## src/rtl/mc_controller_pkg.sv

```systemverilog
// Shared encodings for the MIPS-lite multi-cycle control path: opcodes, FSM states,
// instruction classes and the select codes consumed by npc, alu, ext and the datapath.
package mc_ctrl_pkg;

  localparam logic [5:0] OP_RTYPE = 6'h00;
  localparam logic [5:0] OP_ORI   = 6'h0d;
  localparam logic [5:0] OP_LUI   = 6'h0f;
  localparam logic [5:0] OP_LW    = 6'h23;
  localparam logic [5:0] OP_SW    = 6'h2b;
  localparam logic [5:0] OP_BEQ   = 6'h04;
  localparam logic [5:0] OP_J     = 6'h02;
  localparam logic [5:0] OP_JAL   = 6'h03;

  localparam logic [5:0] FN_ADDU  = 6'h21;
  localparam logic [5:0] FN_SUBU  = 6'h23;
  localparam logic [5:0] FN_JR    = 6'h08;

  typedef enum logic [2:0] {
    S_IF  = 3'd0,
    S_DCD = 3'd1,
    S_EXE = 3'd2,
    S_MEM = 3'd3,
    S_WB  = 3'd4
  } state_e;

  typedef enum logic [3:0] {
    C_RCALC, C_ORI, C_LUI, C_LW, C_SW, C_BEQ, C_J, C_JAL, C_JR, C_NOP
  } instr_class_e;

  localparam logic [2:0] NPC_PC4    = 3'b000;
  localparam logic [2:0] NPC_BRANCH = 3'b001;
  localparam logic [2:0] NPC_JUMP   = 3'b010;
  localparam logic [2:0] NPC_JR     = 3'b011;

  localparam logic [2:0] ALU_ADD = 3'b000;
  localparam logic [2:0] ALU_SUB = 3'b001;
  localparam logic [2:0] ALU_OR  = 3'b010;

  localparam logic [1:0] EXT_ZERO = 2'b00;
  localparam logic [1:0] EXT_SIGN = 2'b01;
  localparam logic [1:0] EXT_LUI  = 2'b10;

  localparam logic [1:0] A3_RD  = 2'b00;
  localparam logic [1:0] A3_RT  = 2'b01;
  localparam logic [1:0] A3_R31 = 2'b10;

  localparam logic [2:0] WD_ALU = 3'b000;
  localparam logic [2:0] WD_DM  = 3'b001;
  localparam logic [2:0] WD_EXT = 3'b010;
  localparam logic [2:0] WD_PC4 = 3'b011;

  localparam logic [1:0] IN2_R2  = 2'b00;
  localparam logic [1:0] IN2_EXT = 2'b01;

  // Static per-instruction control, a pure function of op_code/funct.
  typedef struct packed {
    instr_class_e cls;
    logic [2:0]   npc_op;
    logic [2:0]   alu_op;
    logic [1:0]   ext_op;
    logic [1:0]   a3_sel;
    logic [2:0]   wd_sel;
    logic [1:0]   in2_sel;
  } ctrl_t;

endpackage

```

## src/rtl/mc_controller_if.sv

```systemverilog
// Control bundle between the multi-cycle sequencer (master) and the datapath (slave).
interface mc_ctrl_if #(parameter int CNT_W = 32);

  logic [5:0]       op_code;
  logic [5:0]       funct;
  logic             alu_is0;
  logic             dm_ready;
  logic             pc_we;
  logic             ir_we;
  logic             grf_we;
  logic             dm_we;
  logic [2:0]       npc_op;
  logic [2:0]       alu_op;
  logic [1:0]       ext_op;
  logic [1:0]       mux_grf_a3;
  logic [2:0]       mux_grf_wd;
  logic [1:0]       mux_alu_in2;
  logic [2:0]       state;
  logic [CNT_W-1:0] retired_cnt;

  modport master (
    input  op_code, funct, alu_is0, dm_ready,
    output pc_we, ir_we, grf_we, dm_we, npc_op, alu_op, ext_op,
           mux_grf_a3, mux_grf_wd, mux_alu_in2, state, retired_cnt
  );

  modport slave (
    output op_code, funct, alu_is0, dm_ready,
    input  pc_we, ir_we, grf_we, dm_we, npc_op, alu_op, ext_op,
           mux_grf_a3, mux_grf_wd, mux_alu_in2, state, retired_cnt
  );

endinterface

```

## src/rtl/mc_controller_decode.sv

```systemverilog
// Combinational instruction decoder: classifies op_code/funct and yields the static
// control fields, which stay stable for as long as IR holds the instruction.
module mc_decode
  import mc_ctrl_pkg::*;
(
  input  logic [5:0] op_code,
  input  logic [5:0] funct,
  output ctrl_t      ctrl
);

  always_comb begin
    // NOTE: every field gets a default before the case so no path leaves it unassigned (no latch).
    ctrl = '{cls: C_NOP, npc_op: NPC_PC4, alu_op: ALU_ADD, ext_op: EXT_ZERO,
             a3_sel: A3_RD, wd_sel: WD_ALU, in2_sel: IN2_R2};
    unique case (op_code)
      OP_RTYPE: begin
        if (funct == FN_ADDU) begin
          ctrl.cls = C_RCALC;
        end else if (funct == FN_SUBU) begin
          ctrl.cls    = C_RCALC;
          ctrl.alu_op = ALU_SUB;
        end else if (funct == FN_JR) begin
          ctrl.cls    = C_JR;
          ctrl.npc_op = NPC_JR;
        end
      end
      OP_ORI: begin
        ctrl.cls     = C_ORI;
        ctrl.alu_op  = ALU_OR;
        ctrl.in2_sel = IN2_EXT;
        ctrl.a3_sel  = A3_RT;
      end
      OP_LUI: begin
        ctrl.cls    = C_LUI;
        ctrl.ext_op = EXT_LUI;
        ctrl.a3_sel = A3_RT;
        ctrl.wd_sel = WD_EXT;
      end
      OP_LW: begin
        ctrl.cls     = C_LW;
        ctrl.ext_op  = EXT_SIGN;
        ctrl.in2_sel = IN2_EXT;
        ctrl.a3_sel  = A3_RT;
        ctrl.wd_sel  = WD_DM;
      end
      OP_SW: begin
        ctrl.cls     = C_SW;
        ctrl.ext_op  = EXT_SIGN;
        ctrl.in2_sel = IN2_EXT;
      end
      OP_BEQ: begin
        ctrl.cls    = C_BEQ;
        ctrl.alu_op = ALU_SUB;
      end
      OP_J: begin
        ctrl.cls    = C_J;
        ctrl.npc_op = NPC_JUMP;
      end
      OP_JAL: begin
        ctrl.cls    = C_JAL;
        ctrl.npc_op = NPC_JUMP;
        ctrl.a3_sel = A3_R31;
        ctrl.wd_sel = WD_PC4;
      end
      default: ;
    endcase
  end

endmodule

```

## src/rtl/mc_controller.sv

```systemverilog
// Multi-cycle IF/DCD/EXE/MEM/WB sequencer: per-state write enables, DM ready wait,
// and a wrapping count of committed instructions.
module mc_controller
  import mc_ctrl_pkg::*;
#(
  parameter int CNT_W = 32
) (
  input  logic      clk,
  input  logic      rst,
  mc_ctrl_if.master bus
);

  ctrl_t            ctrl;
  state_e           state_q, state_d;
  logic [CNT_W-1:0] cnt_q, cnt_d;
  logic             pc_we, ir_we, grf_we, dm_we;

  mc_decode u_decode (
    .op_code (bus.op_code),
    .funct   (bus.funct),
    .ctrl    (ctrl)
  );

  always_comb begin
    state_d = state_q;
    pc_we   = 1'b0;
    ir_we   = 1'b0;
    grf_we  = 1'b0;
    dm_we   = 1'b0;
    unique case (state_q)
      S_IF: begin
        ir_we   = 1'b1;
        state_d = S_DCD;
      end
      S_DCD: begin
        unique case (ctrl.cls)
          C_J, C_JR, C_NOP: begin
            pc_we   = 1'b1;
            state_d = S_IF;
          end
          C_JAL:   state_d = S_WB;
          default: state_d = S_EXE;
        endcase
      end
      S_EXE: begin
        unique case (ctrl.cls)
          C_BEQ: begin
            pc_we   = 1'b1;
            state_d = S_IF;
          end
          C_LW, C_SW: state_d = S_MEM;
          default:    state_d = S_WB;
        endcase
      end
      S_MEM: begin
        // Only lw/sw reach MEM; dm_ready is the sole exit condition.
        if (bus.dm_ready) begin
          if (ctrl.cls == C_SW) begin
            dm_we   = 1'b1;
            pc_we   = 1'b1;
            state_d = S_IF;
          end else begin
            state_d = S_WB;
          end
        end
      end
      S_WB: begin
        grf_we  = 1'b1;
        pc_we   = 1'b1;
        state_d = S_IF;
      end
      default: state_d = S_IF;
    endcase
    // Reset suppresses every side effect in the cycle it is seen.
    if (rst) begin
      pc_we  = 1'b0;
      ir_we  = 1'b0;
      grf_we = 1'b0;
      dm_we  = 1'b0;
    end
    cnt_d = cnt_q + CNT_W'(pc_we);
  end

  always_ff @(posedge clk) begin
    // NOTE: registers take non-blocking assignments so every flop samples pre-edge values.
    if (rst) begin
      state_q <= S_IF;
      cnt_q   <= '0;
    end else begin
      state_q <= state_d;
      cnt_q   <= cnt_d;
    end
  end

  assign bus.pc_we       = pc_we;
  assign bus.ir_we       = ir_we;
  assign bus.grf_we      = grf_we;
  assign bus.dm_we       = dm_we;
  assign bus.npc_op      = (ctrl.cls == C_BEQ) ? (bus.alu_is0 ? NPC_BRANCH : NPC_PC4) : ctrl.npc_op;
  assign bus.alu_op      = ctrl.alu_op;
  assign bus.ext_op      = ctrl.ext_op;
  assign bus.mux_grf_a3  = ctrl.a3_sel;
  assign bus.mux_grf_wd  = ctrl.wd_sel;
  assign bus.mux_alu_in2 = ctrl.in2_sel;
  assign bus.state       = state_q;
  assign bus.retired_cnt = cnt_q;

endmodule
```

## src/flat_wrapper.sv

```systemverilog
// flat-port wrapper written by rule: the top's interface ports become plain ports
module mc_controller_flat import mc_ctrl_pkg::*;
#(
  parameter int CNT_W = 32
)
  (clk, rst, bus_op_code, bus_funct, bus_alu_is0, bus_dm_ready, bus_pc_we, bus_ir_we, bus_grf_we, bus_dm_we, bus_npc_op, bus_alu_op, bus_ext_op, bus_mux_grf_a3, bus_mux_grf_wd, bus_mux_alu_in2, bus_state, bus_retired_cnt);
  mc_ctrl_if #(.CNT_W(CNT_W)) bus_i ();
  input  logic clk;
  input  logic rst;
  input wire logic [$bits(bus_i.op_code)-1:0] bus_op_code;
  input wire logic [$bits(bus_i.funct)-1:0] bus_funct;
  input wire logic [$bits(bus_i.alu_is0)-1:0] bus_alu_is0;
  input wire logic [$bits(bus_i.dm_ready)-1:0] bus_dm_ready;
  output wire logic [$bits(bus_i.pc_we)-1:0] bus_pc_we;
  output wire logic [$bits(bus_i.ir_we)-1:0] bus_ir_we;
  output wire logic [$bits(bus_i.grf_we)-1:0] bus_grf_we;
  output wire logic [$bits(bus_i.dm_we)-1:0] bus_dm_we;
  output wire logic [$bits(bus_i.npc_op)-1:0] bus_npc_op;
  output wire logic [$bits(bus_i.alu_op)-1:0] bus_alu_op;
  output wire logic [$bits(bus_i.ext_op)-1:0] bus_ext_op;
  output wire logic [$bits(bus_i.mux_grf_a3)-1:0] bus_mux_grf_a3;
  output wire logic [$bits(bus_i.mux_grf_wd)-1:0] bus_mux_grf_wd;
  output wire logic [$bits(bus_i.mux_alu_in2)-1:0] bus_mux_alu_in2;
  output wire logic [$bits(bus_i.state)-1:0] bus_state;
  output wire logic [$bits(bus_i.retired_cnt)-1:0] bus_retired_cnt;
  assign bus_i.op_code = bus_op_code;
  assign bus_i.funct = bus_funct;
  assign bus_i.alu_is0 = bus_alu_is0;
  assign bus_i.dm_ready = bus_dm_ready;
  assign bus_pc_we = bus_i.pc_we;
  assign bus_ir_we = bus_i.ir_we;
  assign bus_grf_we = bus_i.grf_we;
  assign bus_dm_we = bus_i.dm_we;
  assign bus_npc_op = bus_i.npc_op;
  assign bus_alu_op = bus_i.alu_op;
  assign bus_ext_op = bus_i.ext_op;
  assign bus_mux_grf_a3 = bus_i.mux_grf_a3;
  assign bus_mux_grf_wd = bus_i.mux_grf_wd;
  assign bus_mux_alu_in2 = bus_i.mux_alu_in2;
  assign bus_state = bus_i.state;
  assign bus_retired_cnt = bus_i.retired_cnt;
  mc_controller #(.CNT_W(CNT_W)) u_core (.clk(clk), .rst(rst), .bus(bus_i));
endmodule
```

## config.mk

```make
export PLATFORM = sky130hd
export DESIGN_NAME = mc_controller_flat
export DESIGN_NICKNAME = d
export VERILOG_FILES = /design/src/rtl/mc_controller_pkg.sv /design/src/rtl/mc_controller_if.sv /design/src/rtl/mc_controller_decode.sv /design/src/rtl/mc_controller.sv /design/src/flat_wrapper.sv
export SDC_FILE = /design/constraint.sdc
export NUM_CORES = 1
export LEC_CHECK = 0
export ABC_AREA = 0
export CORE_MARGIN = 2
export CORE_UTILIZATION = 40
export CTS_CLUSTER_SIZE = 16
export DETAILED_ROUTE_END_ITERATION = 8
export DONT_BUFFER_PORTS = 1
export GPL_TIMING_DRIVEN = 0
export HOLD_SLACK_MARGIN = 0.08
export MAX_ROUTING_LAYER = met4
export SETUP_SLACK_MARGIN = 0.2
export SLEW_MARGIN = 20
export SYNTH_ARGS = -nofsm -noshare
export SYNTH_HDL_FRONTEND = slang
export SYNTH_SLANG_ARGS = --single-unit
```

## constraint.sdc

```tcl
create_clock -name clk -period 4.16 [get_ports clk]
set_input_delay 0.624 -clock clk [delete_from_list [all_inputs] [get_ports clk]]
set_output_delay 0.624 -clock clk [all_outputs]
set_load 0.01 [all_outputs]
```

==> results.py <==
metrics = {
    "clocking": {
        "cts.reportedPaths.clkPinSlew_ps": 70,
        "cts.sinks": 35,
        "root_buffer": "clkbuf_8",
        "postCtsSetupRepairBufs": 0,
        "worstSkewPairLatency_ps": 280,
        "cts_tree": "built",
        "hold_buffers": 0,
        "numCtsBuffers": 5,
        "htree_levels": 2,
        "cts_resized": 0,
        "clk_path_buf_depth": 2,
    },
    "layout": {
        "fin_nets": 263,
        "drive_above_1_share_pct": 11.8,
        "multi_input_area_um2": 1160,
        "antenna_cells": 0,
        "stdcell_count": 313,
        "nFillCells": 457,
        "register_area_um2": 701,
        "layout_common_cells": "nor2_1, dfxtp_1, nand2_1, xnor2_1, nand3_1",
        "area_growth_pct": 9.92,
        "layout_commonest_cell": "nor2_1",
    },
    "power": {
        "power.total_mw": 0.649,
        "powerDensity_nw_per_um2": 300,
        "power.leakage_nw": 0.778,
        "peakVddDrop_uv": 131,
    },
    "synthesis": {
        "synthAdderAreaFrac_pct": 1.27,
        "async_flop_share_pct": 0,
        "synth_mux_area_share_pct": 0.509,
        "synthFlopType": "dfxtp_1",
        "synth-compound-area-share_pct": 5.09,
        "synth_edf_count": 0,
        "synth_xor_area_share_pct": 13.8,
        "synthesis.instances": 235,
        "synth_cell_type_count": 44,
        "synth_seq_area_share_pct": 35.6,
        "yosys_register_bits": 35,
        "yosys_warnings": 0,
        "avgSynthCellArea_um2": 8.38,
        "synth_top_family_by_area": "simple AND/OR/NAND/NOR gates",
        "synthesis.area_um2": 1970,
        "synth-simple-area-share_pct": 37.7,
    },
    "routing": {
        "route.detailed.drc": 0,
        "wl_per_cell_um": 12.9,
        "dr.pass1.iters": 4,
        "drtIter0Drc": 36,
        "routed_via_density": 5.16,
        "antenna_left": 0,
        "drt-total-wl_um": 4040,
        "num_vias": 1615,
    },
    "floorplan": {
        "rows": 25,
        "die_x_um": 74.1,
        "initial_core_util_pct": 41.7,
        "core_area_um2": 4720,
        "io_pins": 70,
        "dieArea_um2": 5500,
        "fp.dieH_um": 74.1,
    },
    "timing": {
        "slew_viol_final": 0,
        "worst_pin_slew_ps": 748,
        "fin_crit_sh_pct": 80.0,
        "max_slew_margin_pct": 49.4,
        "skew_ps": 3.99,
        "clock.fmax_mhz": 300,
        "hold_viol": 0,
        "grt_setup_unrepaired": "false",
        "period_minus_slack_ps": 3330,
        "setup_viol": 0,
        "worst_hold_slack_ps": 590,
        "setup-tns-final_ps": 0,
        "finalWorstSetupSlack_ps": 830,
    },
    "placed_design": {
        "portBuffers": 0,
        "gp_congestion": 0.788,
        "pre_cts_slack_ps": 494,
        "placed_cells": 305,
        "detailed_place_hpwl_um": 3030,
    },
    "run": {
        "cap_viol_max_count": 0,
    },
    "global_routing": {
        "antenna_found_initial": 0,
        "grt_util_all_layers_pct": 15.7,
        "grt_max_degree": 11,
        "grt_pass1_wl_um": 6510,
        "grt_pass1_vias": 1435,
        "grt-ovfl-total": 0,
    },
    "critical_path": {
        "cp-end-kind": "register",
        "cp.required_ps": 4330,
        "worstPathArrival_ps": 3500,
        "start_kind": "primary input",
        "worstPathMaxFanout": 10,
        "worstSetupPathType": "primary input to register",
    },
    "run_status": {
        "outcome": "finished, final reports clean",
    },
    "worst_hold_path": {
        "hold_path_class": "primary input to register",
    },
}
==> per-layer routing <==
layer | vias up | share of wire (%) | GRT usage [%]
met1 | 728 | 44 | 18.1
met3 | 7 | 7.4 | 5.42
met2 | 61 | 47 | 24.4
met4 | 0 | 2.2 | 7.27
li1 | 819 | - | -
met5 | - | 0 | -
==> cells by family (layout without fill, tap and decap cells) <==
group	Yosys count	after routing
buffers and inverters	24	32
DFF	35	35
xor gates and xnor gates	31	31
and+or+nand+nor	126	126
other	1	4
adders and majority gates	2	2
muxes	1	1
AOI/OAI and AO/OA	15	15
==> Yosys cell counts (2+ instances only) <==
| master | instances | area (µm²) |
|---|---|---|
| nor2_1 | 40 | 150 |
| dfxtp_1 | 35 | 701 |
| nand2_1 | 20 | 75.1 |
| xnor2_1 | 19 | 166 |
| nand3_1 | 13 | 65.1 |
| xor2_1 | 12 | 105 |
| inv_1 | 10 | 37.5 |
| nand4_1 | 9 | 56.3 |
| nor3_1 | 8 | 40.0 |
| clkbuf_1 | 7 | 26.3 |
| o21ai_0 | 6 | 30.0 |
| buf_4 | 4 | 30.0 |
| nor4_1 | 4 | 25.0 |
| nor4_2 | 4 | 50.1 |
| and3_1 | 3 | 18.8 |
| and4_1 | 3 | 26.3 |
| nor4_4 | 3 | 63.8 |
| nor4b_1 | 3 | 26.3 |
| a221o_1 | 2 | 20.0 |
| a31oi_1 | 2 | 12.5 |
| buf_2 | 2 | 10.0 |
| ha_1 | 2 | 25.0 |
| nor2b_1 | 2 | 12.5 |
| or2_2 | 2 | 12.5 |
==> registers in the layout (all words and copies together), names as in the netlist <==
register                flops
u_core.bus.state            3
u_core.bus.retired_cnt     32
==> power breakdown <==
group | leakage, nW | internal [mW] | total, mW | switching [mW]
logic | 0.444 | 0.0134 | 0.0359 | 0.0225
registers | 0.282 | 0.337 | 0.341 | 0.00333
clock network | 0.0515 | 0.151 | 0.272 | 0.121
==> critical path, stage by stage <==
cell     delay [ps]
buf_2           150
or4_1           570
nor3_1          300
a221o_1         260
a221o_1         260
ha_1            320
nand4_1         180
nor4_4          260
nor4b_1         360
xnor2_1         160
nor2_1           50
==> area by class of cell <==
type / instances / area share, %
inverter: 10 / 1.74
clock buffer: 8 / 4.63
sequential: 35 / 32.4
buffer: 14 / 3.59
multi-input combinational: 179 / 53.8
tap: 67 / 3.88
==> stage by stage <==
stage          util, %  area, µm²
2_1_floorplan        -       1980
3_3_place_gp      43.7       2060
3_5_place_dp      43.7       2060
4_1_cts           45.8       2160
5_1_grt           45.8       2160
6_report          45.8       2160
==> path summary, 6_finish.rpt <==
path	startpoint	endpoint	slack, ps	depth (start not counted)
setup / recovery	bus_op_code[1]	u_core.bus.retired_cnt[31]$_SDFF_PP0_	830	11
setup reg to reg	u_core.bus.state[1]$_SDFFE_PP0P_	u_core.bus.retired_cnt[31]$_SDFF_PP0_	1120	9
hold reg to reg	u_core.bus.retired_cnt[22]$_SDFF_PP0_	u_core.bus.retired_cnt[22]$_SDFF_PP0_	590	2
hold / removal	bus_op_code[4]	u_core.bus.state[1]$_SDFFE_PP0P_	590	2
No activity file was read; power rests on OpenSTA's default activity.
